**src/rtl/adder_arbiter.sv**
```systemverilog
// Round-robin arbiter sharing one registered n-bit adder among m requesters (IDLE -> EXEC -> DONE).
// Define ADDER_ARBITER_SUB_EN to add a per-requester sub input that selects X - Y.
module adder_arbiter #(
  parameter int n = 32,
  parameter int m = 4
) (
  input  logic           Clock,
  input  logic           Reset,
  input  logic [m-1:0]   req,
  input  logic [m*n-1:0] Xall,
  input  logic [m*n-1:0] Yall,
  input  logic [m-1:0]   carryin,
`ifdef ADDER_ARBITER_SUB_EN
  input  logic [m-1:0]   sub,
`endif
  output logic [m-1:0]   grant,
  output logic [m-1:0]   done,
  output logic [n-1:0]   S,
  output logic           carryout,
  output logic           overflow,
  output logic           busy,
  output logic [1:0]     state_dbg
);

  localparam logic [1:0] IDLE = 2'd0;
  localparam logic [1:0] EXEC = 2'd1;
  localparam logic [1:0] DONE = 2'd2;

  localparam int IW = $clog2(m);
  localparam int CW = IW + 1;

  logic [1:0]    state_q, state_d;
  logic [m-1:0]  grant_q, grant_d;
  logic [IW-1:0] gidx_q, gidx_d;
  logic [IW-1:0] last_q, last_d;
  logic [n-1:0]  x_q, x_d, y_q, y_d;
  logic          cin_q, cin_d;
  logic [n-1:0]  s_q, s_d;
  logic          cout_q, cout_d;
  logic          ovf_q, ovf_d;
`ifdef ADDER_ARBITER_SUB_EN
  logic          sub_q, sub_d;
`endif

  logic          win_found;
  logic [IW-1:0] win_idx;
  logic [m-1:0]  win_oh;
  logic [CW-1:0] cand;
  logic [n-1:0]  x_sel, y_sel;
  logic          cin_sel;
  logic [n-1:0]  y_eff;
  logic          cin_eff;
  logic [n:0]    sum_full;
  logic          ovf_calc;

  // Search starts one past the last served index and wraps, so every active requester gets a turn within m ops.
  always_comb begin
    win_found = 1'b0;
    win_idx   = '0;
    win_oh    = '0;
    cand      = '0;
    for (int i = 1; i <= m; i++) begin
      cand = {1'b0, last_q} + CW'(i);
      if (cand >= CW'(m)) cand = cand - CW'(m);
      if (!win_found && req[cand[IW-1:0]]) begin
        win_found = 1'b1;
        win_idx   = cand[IW-1:0];
      end
    end
    if (win_found) win_oh[win_idx] = 1'b1;
  end

  always_comb begin
    x_sel   = '0;
    y_sel   = '0;
    cin_sel = 1'b0;
    for (int i = 0; i < m; i++) begin
      if (win_oh[i]) begin
        x_sel   = Xall[i*n +: n];
        y_sel   = Yall[i*n +: n];
        cin_sel = carryin[i];
      end
    end
  end

  // Subtraction reuses the adder as X + ~Y + 1; overflow is judged on the effective operand.
`ifdef ADDER_ARBITER_SUB_EN
  assign y_eff   = sub_q ? ~y_q : y_q;
  assign cin_eff = sub_q ? 1'b1 : cin_q;
`else
  assign y_eff   = y_q;
  assign cin_eff = cin_q;
`endif

  assign sum_full = {1'b0, x_q} + {1'b0, y_eff} + {{n{1'b0}}, cin_eff};
  assign ovf_calc = (x_q[n-1] & y_eff[n-1] & ~sum_full[n-1]) |
                    (~x_q[n-1] & ~y_eff[n-1] & sum_full[n-1]);

  always_comb begin
    state_d = state_q;
    grant_d = grant_q;
    gidx_d  = gidx_q;
    last_d  = last_q;
    x_d     = x_q;
    y_d     = y_q;
    cin_d   = cin_q;
    s_d     = s_q;
    cout_d  = cout_q;
    ovf_d   = ovf_q;
`ifdef ADDER_ARBITER_SUB_EN
    sub_d   = sub_q;
`endif
    case (state_q)
      IDLE: begin
        grant_d = '0;
        if (win_found) begin
          grant_d = win_oh;
          gidx_d  = win_idx;
          x_d     = x_sel;
          y_d     = y_sel;
          cin_d   = cin_sel;
`ifdef ADDER_ARBITER_SUB_EN
          sub_d   = sub[win_idx];
`endif
          state_d = EXEC;
        end
      end
      EXEC: begin
        s_d     = sum_full[n-1:0];
        cout_d  = sum_full[n];
        ovf_d   = ovf_calc;
        state_d = DONE;
      end
      DONE: begin
        last_d  = gidx_q;
        grant_d = '0;
        state_d = IDLE;
      end
      default: begin
        grant_d = '0;
        state_d = IDLE;
      end
    endcase
  end

  always_ff @(posedge Clock or posedge Reset) begin
    if (Reset) begin
      state_q <= IDLE;
      grant_q <= '0;
      gidx_q  <= '0;
      last_q  <= IW'(m - 1);
      x_q     <= '0;
      y_q     <= '0;
      cin_q   <= 1'b0;
      s_q     <= '0;
      cout_q  <= 1'b0;
      ovf_q   <= 1'b0;
`ifdef ADDER_ARBITER_SUB_EN
      sub_q   <= 1'b0;
`endif
    end else begin
      state_q <= state_d;
      grant_q <= grant_d;
      gidx_q  <= gidx_d;
      last_q  <= last_d;
      x_q     <= x_d;
      y_q     <= y_d;
      cin_q   <= cin_d;
      s_q     <= s_d;
      cout_q  <= cout_d;
      ovf_q   <= ovf_d;
`ifdef ADDER_ARBITER_SUB_EN
      sub_q   <= sub_d;
`endif
    end
  end

  // Handshake: done is a one-cycle level during DONE; the owner drops req on the edge that samples it.
  assign grant     = grant_q;
  assign done      = (state_q == DONE) ? grant_q : '0;
  assign S         = s_q;
  assign carryout  = cout_q;
  assign overflow  = ovf_q;
  assign busy      = (state_q != IDLE);
  assign state_dbg = state_q;

endmodule

```
**config.mk**
```make
export PLATFORM = sky130hd
export DESIGN_NAME = adder_arbiter
export DESIGN_NICKNAME = d
export VERILOG_FILES = /design/src/rtl/adder_arbiter.sv
export SDC_FILE = /design/constraint.sdc
export NUM_CORES = 1
export LEC_CHECK = 0
export BUFFER_PORTS_ARGS = -buffer_cell sky130_fd_sc_hd__buf_2
export CAP_MARGIN = 5
export CORE_MARGIN = 2
export CORE_UTILIZATION = 25
export DETAILED_ROUTE_END_ITERATION = 12
export HOLD_SLACK_MARGIN = 0.02
export PLACE_DENSITY_LB_ADDON = 0.1
export REMOVE_ABC_BUFFERS = 1
export SETUP_SLACK_MARGIN = 0.02
export SLEW_MARGIN = 15
export SYNTH_ARGS = -nofsm -noshare
export SYNTH_HDL_FRONTEND = slang
export SYNTH_SLANG_ARGS = --single-unit
```
**constraint.sdc**
```tcl
create_clock -name Clock -period 3.56 [get_ports Clock]
set_input_delay 0.712 -clock Clock [delete_from_list [all_inputs] [get_ports Clock]]
set_output_delay 0.712 -clock Clock [all_outputs]
set_load 0.02 [all_outputs]
```
==> flow_summary.yaml, run 1 <==
power:
  p_per_area_nw_per_um2: 949
  leakagePower_nw: 5.22
  vdd.ir_drop.worst_uv: 299
  switching_share: 0.487
  combPwrFrac: 0.647
  power_frac_clock: 0.114
  pwr-share-seq: 0.239
  switchingPower_mw: 4.64
  p_int_mw: 4.90
layout:
  antenna_cells: 0
  multi_input_area_um2: 4710
  final_common_cell: "nand2_1"
  nets: 1646
  mostFrequentLayoutCells: "374 x nand2_1, 310 x buf_2, 164 x o21ai_0, 130 x nand3_1, 107 x dfrtp_1"
  regArea_um2: 2730
  final_core_util: 0.330
  fin_cells: 1746
  drive_gt1_frac: 0.272
  fillers: 3387
  syn2layout_area_growth_pct: 30.0
yosys:
  ys_ff_latch: 109
  synth_warnings: 0
  synth.largest_area_cell: "dfrtp_1"
  avgSynthCellArea_um2: 7.13
  synth_top_area_share: 0.346
  synthesis.area_um2: 7730
  synth_edf_count: 0
  async_flop_share: 1.00
  synthFlopType: "dfrtp_1"
  ys_seq_area_frac: 0.353
  ys_top_cells_by_area: "dfrtp_1 35%, nand2_1 18%, o21ai_0 11%, nand3_1 8.4%, ha_1 5.2%"
  synthCells: 1084
  synthDistinctLibCells: 64
drt:
  drcViolationCount: 0
  drt_iter0_drc: 311
  routed_wl_um: 24600
  postRouteAntennaNets: 0
  first_pass_iters: 4
  drt-vias-per-instance: 4.62
  routedWlPerCell_um: 14.1
  num_vias: 8059
cts:
  clk_pin_slew_ns: 0.07
  clockBufferDepth: 2
  cts-root-buf: "clkbuf_16"
  numCtsBuffers: 9
  cts.sinks: 109
  clk_latency_ns: 0.35
  cts_tree: "done"
  htree_levels: 3
setup_path:
  critical_path_class: "reg2reg"
  worstPathRequired_ns: 3.78
  arrival_ns: 3.58
  r2r-start: "x_q[0]"
  cp-start-kind: "flop"
  endpoint: "carryout"
  slowest_stage: "fa_1"
  max_stage_delay_ns: 0.49
  cp_max_fo: 4
  reg2regPathDepth: 11
  reg2reg_setup_slack_ns: 0.20
  cp_cell_sequence: "fa_1 -> fa_1 -> a21oi_1 -> nand4b_1 -> a31oi_1 -> nor3_2 -> o31ai_2 -> a221oi_2 -> o31ai_2 -> a2111oi_1 -> nor3_1"
  reg2reg_to: "carryout"
  cp-end-kind: "flop"
  crit_start: "x_q[0]"
sta:
  fmax_ghz: 0.298
  relSlewSlack: 0.417
  clock-skew-final_ns: 0.00889
  timing.final.crit_share: 0.943
  finalHoldViolCount: 0
  worst_slew_pin_slew_ns: 0.871
  slew_viol_final: 0
  finalCriticalPeriod_ns: 3.36
  layout_setup_ws_ns: 0.203
  setup_viol: 0
  fin_setup_tns_ns: 0
grt:
  grt_pass1_vias: 7736
  grt_first_pass_wirelength_um: 40200
  grt_max_degree: 131
  grt.overflow.total: 0
  track_usage: 0.149
  antenna_found_initial: 0
floorplanning:
  die_y_um: 180
  die_x_um: 180
  dieArea_um2: 32400
  row_count: 64
  coreArea_um2: 30500
  initial_core_util: 0.253
  io_pins: 311
job:
  drv_cap: 0
place:
  gp_congestion: 0.785
  dp_cells: 1730
  dp_hpwl_um: 18300
  dp_slack_ns: 0.0941
  port_buffers: 310
hold_path:
  hold_class: "in2async"
run_status:
  status: "finished clean"
synthesized netlist by cell type (7+ instances only):
cell,n
xnor2_1,14
clkbuf_1,66
dfrtp_1,107
o21ai_0,164
and3_1,8
nor3_1,8
nand3_1,130
ha_1,32
a21o_1,17
nor2_1,12
nand2_1,376
inv_1,17
xor2_1,10
a21oi_1,23
buf_1,7
through the flow:
| stage | instance area, µm² | power, mW | hold slack [ns] |
|---|---|---|---|
| 2_1_floorplan | 7450 | 6.80 | 0.444 |
| 3_3_place_gp | 9730 | 8.50 | 0.448 |
| 3_5_place_dp | 9730 | 8.52 | 0.457 |
| 4_1_cts | 10000 | 9.66 | 0.442 |
| 5_1_grt | 10100 | 10.6 | 0.482 |
| 6_report | 10100 | 9.54 | 0.416 |
routing by layer:
metal	vias to the layer above	wire (µm)	global-route usage
met2	197	11100	0.246
met4	0	298	0.0367
li1	4227	-	-
met5	-	0	0
met1	3619	12100	0.207
met3	16	1050	0.0205
power groups by stage:
| stage | Sequential, mW | Combinational (mW) | Clock (mW) |
|---|---|---|---|
| final | 2.28 | 6.17 | 1.09 |
| after global routing | 2.38 | 7.03 | 1.18 |
| after CTS | 2.29 | 6.23 | 1.14 |
| after detailed placement | 2.31 | 6.21 | 0 |
| after global placement | 2.28 | 6.21 | 0 |
| after floorplan | 2.48 | 4.32 | 0 |
area by class of cell:
type	count	share of cell area
multi-input combinational	883	0.468
timing repair buffer	325	0.173
tap	396	0.0493
clock buffer	11	0.0241
clock inverter	4	0.00722
inverter	18	0.00697
sequential	109	0.271
worst max-delay path, delay by kind of cell (launching register included):
family	cells	cell delay, ns
fa+ha+maj	2	0.92
simple gates	3	0.51
compound gates	6	1.41
flops	1	0.41
sequential cells by signal (all words and copies together) (netlist names):
register,flops
S,32
x_q,32
y_eff,32
grant,4
gidx_q,2
last_q,2
state_dbg,2
carryout,1
cin_eff,1
overflow,1
worst min path at each step:
stage,from,end,slack [ns],depth (start not counted)
floorplan,gidx_q[1],gidx_q[1],0.44,2
global route,Reset,x_q[4],0.48,2
global placement,S[10],S[10],0.45,2
finish,Reset,x_q[4],0.42,2
CTS,Reset,x_q[4],0.44,2
detailed placement,S[10],S[10],0.46,2
cell families (layout without fill, tap and decap cells):
group                      after synthesis  count (layout)  share of synthesized area
AOI/OAI and AO/OA                      260             260                      0.203
xor gates and xnor gates                24              24                     0.0272
adders and majority gates               34              34                     0.0570
buffers and inverters                   92             358                     0.0456
DFF                                    109             109                      0.353
muxes                                    3               3                    0.00405
and+or+nand+nor                        562             562                      0.310
timing repair:
item | in CTS | in global routing
setup buffers | 0 | 1
gates resized for setup | 0 | 2
hold buffers | 0 | 0
setup endpoints to repair | 0 | 2
(Power assumes the default switching activity.)
==> inputs of run 2 (changes only) <==
--- a/config.mk
+++ b/config.mk
@@ -7,7 +7,9 @@
 export LEC_CHECK = 0
 export BUFFER_PORTS_ARGS = -buffer_cell sky130_fd_sc_hd__buf_2
 export CAP_MARGIN = 5
-export CORE_MARGIN = 2
+export CELL_PAD_IN_SITES_DETAIL_PLACEMENT = 1
+export CELL_PAD_IN_SITES_GLOBAL_PLACEMENT = 2
+export CORE_MARGIN = 1
 export CORE_UTILIZATION = 25
 export DETAILED_ROUTE_END_ITERATION = 12
 export HOLD_SLACK_MARGIN = 0.02
==> constraint.sdc (replaced) <==
create_clock -name Clock -period 3.5 [get_ports Clock]
set_input_delay 0.7 -clock Clock [delete_from_list [all_inputs] [get_ports Clock]]
set_output_delay 0.7 -clock Clock [all_outputs]
set_load 0.02 [all_outputs]
==> run 2 against run 1 <==
- via count rose by 3.3%
- first-iteration DRC count down 18%
- highest routed layer unchanged
- core utilization rose by 0.29 points
==> flow_summary.yaml, run 2 (synthesis results as in run 1) <==
run_status:
  status: "finished clean"
place:
  gp_congestion: 0.767
  dp_cells: 1737
  dp_hpwl_um: 20300
  port_buffers: 310
floorplanning:
  die_x_um: 178
  row_count: 64
  io_pins: 311
  initial_core_util: 0.253
  dieArea_um2: 31600
  die_y_um: 178
  coreArea_um2: 30500
cts:
  htree_levels: 3
  numCtsBuffers: 9
  cts.sinks: 109
  clk_pin_slew_ns: 0.07
  cts_tree: "done"
  clockBufferDepth: 2
  clk_latency_ns: 0.35
  cts-root-buf: "clkbuf_16"
  holdBufCountCts: 0
setup_path:
  r2r-start: "x_q[0]"
  critical_path_class: "reg2reg"
  reg2regPathDepth: 11
  crit_buf_inv: 0
  max_stage_delay_ns: 0.44
  reg2reg_setup_slack_ns: 0.32
  crit_start: "x_q[0]"
  cp-end-kind: "flop"
  path_depth: 11
  reg2reg_to: "carryout"
  worstPathRequired_ns: 3.73
  crit_family: "compound AO/OA/AOI/OAI gates"
  endpoint: "carryout"
  cp_cell_sequence: "fa_2 -> fa_2 -> a21oi_2 -> nand4b_1 -> a31oi_2 -> nor3_2 -> o31ai_2 -> a221oi_2 -> o31ai_2 -> a2111oi_2 -> nor3_1"
  cp-start-kind: "flop"
  cp_max_fo: 4
  slowest_stage: "fa_2"
  arrival_ns: 3.41
drt:
  drt_iter0_drc: 254
  postRouteAntennaNets: 0
  drcViolationCount: 0
  routed_wl_um: 26500
  drt-vias-per-instance: 4.74
  num_vias: 8325
  routedWlPerCell_um: 15.1
  first_pass_iters: 4
grt:
  grt.overflow.total: 0
  antenna_found_initial: 0
  grt_first_pass_wirelength_um: 42700
  grt_max_degree: 74
  grt_pass1_vias: 8423
  track_usage: 0.167
layout:
  mostFrequentLayoutCells: "374 x nand2_1, 310 x buf_2, 164 x o21ai_0, 130 x nand3_1, 107 x dfrtp_1"
  regArea_um2: 2730
  final_common_cell: "nand2_1"
  drive_gt1_frac: 0.280
  final_core_util: 0.333
  antenna_cells: 0
  syn2layout_area_growth_pct: 31.2
  fin_cells: 1755
  multi_input_area_um2: 4730
  nets: 1654
  fillers: 3884
sta:
  setup_viol: 0
  finalHoldViolCount: 0
  finalCriticalPeriod_ns: 3.18
  slew_viol_final: 0
  rsz0062_at_grt: "no"
  fmax_ghz: 0.314
  timing.final.crit_share: 0.909
  clock-skew-final_ns: 0.0108
  relSlewSlack: 0.395
  worst_slew_pin_slew_ns: 0.904
  holdWs_ns: 0.399
power:
  vdd.ir_drop.worst_uv: 267
  leakagePower_nw: 5.27
  p_per_area_nw_per_um2: 970
  power.total_mw: 9.85
job:
  drv_cap: 0
hold_path:
  hold_class: "in2async"
run 2: worst min path at each step:
stage          cells past startpoint  slack (ns)   endpoint      start
5_1_grt                            2        0.46   y_eff[3]      Reset
3_5_place_dp                       2        0.46      S[10]      S[10]
4_1_cts                            2        0.41       S[5]      Reset
2_1_floorplan                      2        0.44  gidx_q[1]  gidx_q[1]
3_3_place_gp                       2        0.45      S[10]      S[10]
6_report                           2        0.40       S[5]      Reset
run 2: repair_timing:
item                                    in CTS  in global routing
gates resized for setup                      1                  6
setup buffers                                1                  1
cloned                                       0                  0
endpoints found under the setup margin       1                  2
pin swaps                                    1                  2
run 2: power breakdown:
part	total (mW)	internal, mW	leakage (nW)	switching [mW]
logic	6.46	2.50	3.79	3.95
clock network	1.07	0.597	0.146	0.476
registers	2.32	1.93	1.34	0.386
total	9.85	5.03	5.27	4.82
run 2: area by class of cell:
type / count / area share
clock buffers: 13 / 0.0257
clock inverters: 3 / 0.00456
inverters: 18 / 0.00691
multi-input cells: 883 / 0.466
flip-flops and latches: 109 / 0.269
well taps: 396 / 0.0488
repair buffers: 333 / 0.179
run 2: routing by layer:
| metal | track usage | wire length, µm |
|---|---|---|
| met1 | 0.223 | 12700 |
| met2 | 0.284 | 12500 |
| met3 | 0.0240 | 1110 |
| met4 | 0.0370 | 199 |
| met5 | 0 | 0 |
run 2: per-stage QoR:
| stage | setup TNS (ns) | setup slack, ns | instance area [µm²] |
|---|---|---|---|
| 2_1_floorplan | -186.18 | -2.61 | 7450 |
| 3_3_place_gp | 0 | 0.0551 | 9800 |
| 3_5_place_dp | -0.0719 | -0.0719 | 9800 |
| 4_1_cts | 0 | 0.0469 | 10100 |
| 5_1_grt | 0 | 0.0908 | 10100 |
| 6_report | 0 | 0.317 | 10100 |
==> inputs of run 3 (changes only) <==
==> constraint.sdc (replaced) <==
create_clock -name Clock -period 3.05 [get_ports Clock]
set_input_delay 0.61 -clock Clock [delete_from_list [all_inputs] [get_ports Clock]]
set_output_delay 0.61 -clock Clock [all_outputs]
set_load 0.02 [all_outputs]
==> run 3 against run 2 <==
- first-iteration DRC count decreased by 4.7%
- die area unchanged
- sequential cell count unchanged
- clock power up 7%
- highest routed layer unchanged
==> flow_summary.yaml, run 3 (synthesis results as in run 1) <==
run_status:
  status: "finished clean"
grt:
  grt_first_pass_wirelength_um: 43000
  grt_use_met2: 0.289
  grt_max_degree: 77
  grt.overflow.total: 0
  grt_pass1_vias: 8481
  antenna_found_initial: 0
  track_usage: 0.169
  met3_usage: 0.0308
  use_met1: 0.225
  grt-busiest-layer: "met2"
setup_path:
  cp-start-kind: "flop"
  max_stage_delay_ns: 0.43
  crit_buf_inv: 1
  cp_cell_sequence: "fa_2 -> fa_2 -> a21oi_2 -> nand4b_1 -> a31oi_4 -> nor3_4 -> o31ai_2 -> buf_4 -> a221o_1 -> a21oi_2 -> xor2_1 -> o21ai_1"
  slowest_stage: "fa_2"
  arrival_ns: 3.22
  critical_path_class: "reg2reg"
  cp_max_fo: 2
  worstPathRequired_ns: 3.28
  cp-end-kind: "flop"
  crit_family: "compound AO/OA/AOI/OAI gates"
floorplanning:
  io_pins: 311
  coreArea_um2: 30500
  row_count: 64
  die_x_um: 178
  die_y_um: 178
  dieArea_um2: 31600
  initial_core_util: 0.253
power:
  vdd.ir_drop.worst_uv: 404
  p_per_area_nw_per_um2: 1130
  leakagePower_nw: 5.41
layout:
  mostFrequentLayoutCells: "374 x nand2_1, 310 x buf_2, 161 x o21ai_0, 130 x nand3_1, 107 x dfrtp_1"
  fin_cells: 1784
  syn2layout_area_growth_pct: 35.2
  drive_gt1_frac: 0.300
  final_common_cell: "nand2_1"
  final_core_util: 0.343
  nets: 1683
  antenna_cells: 0
  fillers: 3842
sta:
  worst_slew_pin_slew_ns: 0.891
  slew_viol_final: 0
  fin_setup_tns_ns: 0
  timing.final.crit_share: 0.978
  relSlewSlack: 0.406
  finalHoldViolCount: 0
  fmax_ghz: 0.335
  clock-skew-final_ns: 0.00491
  finalCriticalPeriod_ns: 2.98
  setup_viol: 0
  rsz0062_at_grt: "yes"
drt:
  num_vias: 8439
  first_pass_iters: 4
  drt_iter0_drc: 242
  routed_wl_um: 27000
  routedWlPerCell_um: 15.1
  drt-vias-per-instance: 4.73
  postRouteAntennaNets: 0
  drcViolationCount: 0
cts:
  clk_pin_slew_ns: 0.07
  htree_levels: 3
  numCtsBuffers: 9
  cts.sinks: 109
  cts_tree: "done"
  cts-root-buf: "clkbuf_16"
  holdBufCountCts: 0
  clk_latency_ns: 0.35
  clockBufferDepth: 2
place:
  dp_hpwl_um: 20900
  port_buffers: 310
  gp_congestion: 0.786
  dp_cells: 1760
hold_path:
  hold_class: "in2async"
job:
  drv_cap: 0
## run 3: worst paths after layout
path | start | end | slack (ns) | depth (start not counted)
max | x_q[0] | S[28] | 0.07 | 12
min reg2reg | S[8] | S[8] | 0.47 | 2
max reg2reg | x_q[0] | S[28] | 0.07 | 12
max in group asynchronous | Reset | S[18] | 1.91 | 3
min in group Clock | S[8] | S[8] | 0.47 | 2
min | Reset | x_q[6] | 0.38 | 2
## run 3: repair_timing
item                       in CTS  in global routing
buffers inserted                6                  2
setup endpoints to repair       9                 10
pin swaps                      14                 11
resized for setup              12                 11
## run 3: area by class of cell
cell class	instances	area (µm²)	share of cell area
Multi-Input combinational cell	883	4810	0.460
Sequential cell	109	2730	0.261
Clock inverter	4	32.5	0.00311
Inverter	18	70.1	0.00670
Clock buffer	12	246	0.0236
Timing Repair Buffer	362	2070	0.198
Tap cell	396	495	0.0474
## run 3: per-layer routing
metal | up-vias | share of wire
met5 | - | 0
met4 | 0 | 0.0075
met3 | 8 | 0.044
met2 | 179 | 0.47
met1 | 3950 | 0.48
li1 | 4302 | -
## run 3: worst reg2reg max path, cell delays in order, from the launching register on
cell and delay, ns:
dfrtp_1 0.41, fa_2 0.43, fa_2 0.39, a21oi_2 0.15
nand4b_1 0.23, a31oi_4 0.14, nor3_4 0.16, o31ai_2 0.11
buf_4 0.17, a221o_1 0.31, a21oi_2 0.13, xor2_1 0.15
o21ai_1 0.08
## run 3: per-stage QoR
stage	instance area, µm²	power (mW)	hold slack, ns	setup slack, ns
after floorplan	7450	7.94	0.444	-2.97
after global routing	10500	13.1	0.433	-0.0592
after detailed placement	10000	10.5	0.455	-0.305
after global placement	10000	10.4	0.450	-0.233
after CTS	10400	11.9	0.389	0.0214
final	10500	11.8	0.377	0.0660
## run 3: power breakdown
group / switching [mW] / internal (mW)
Sequential: 0.450 / 2.21
Combinational: 4.77 / 3.27
Clock: 0.560 / 0.583
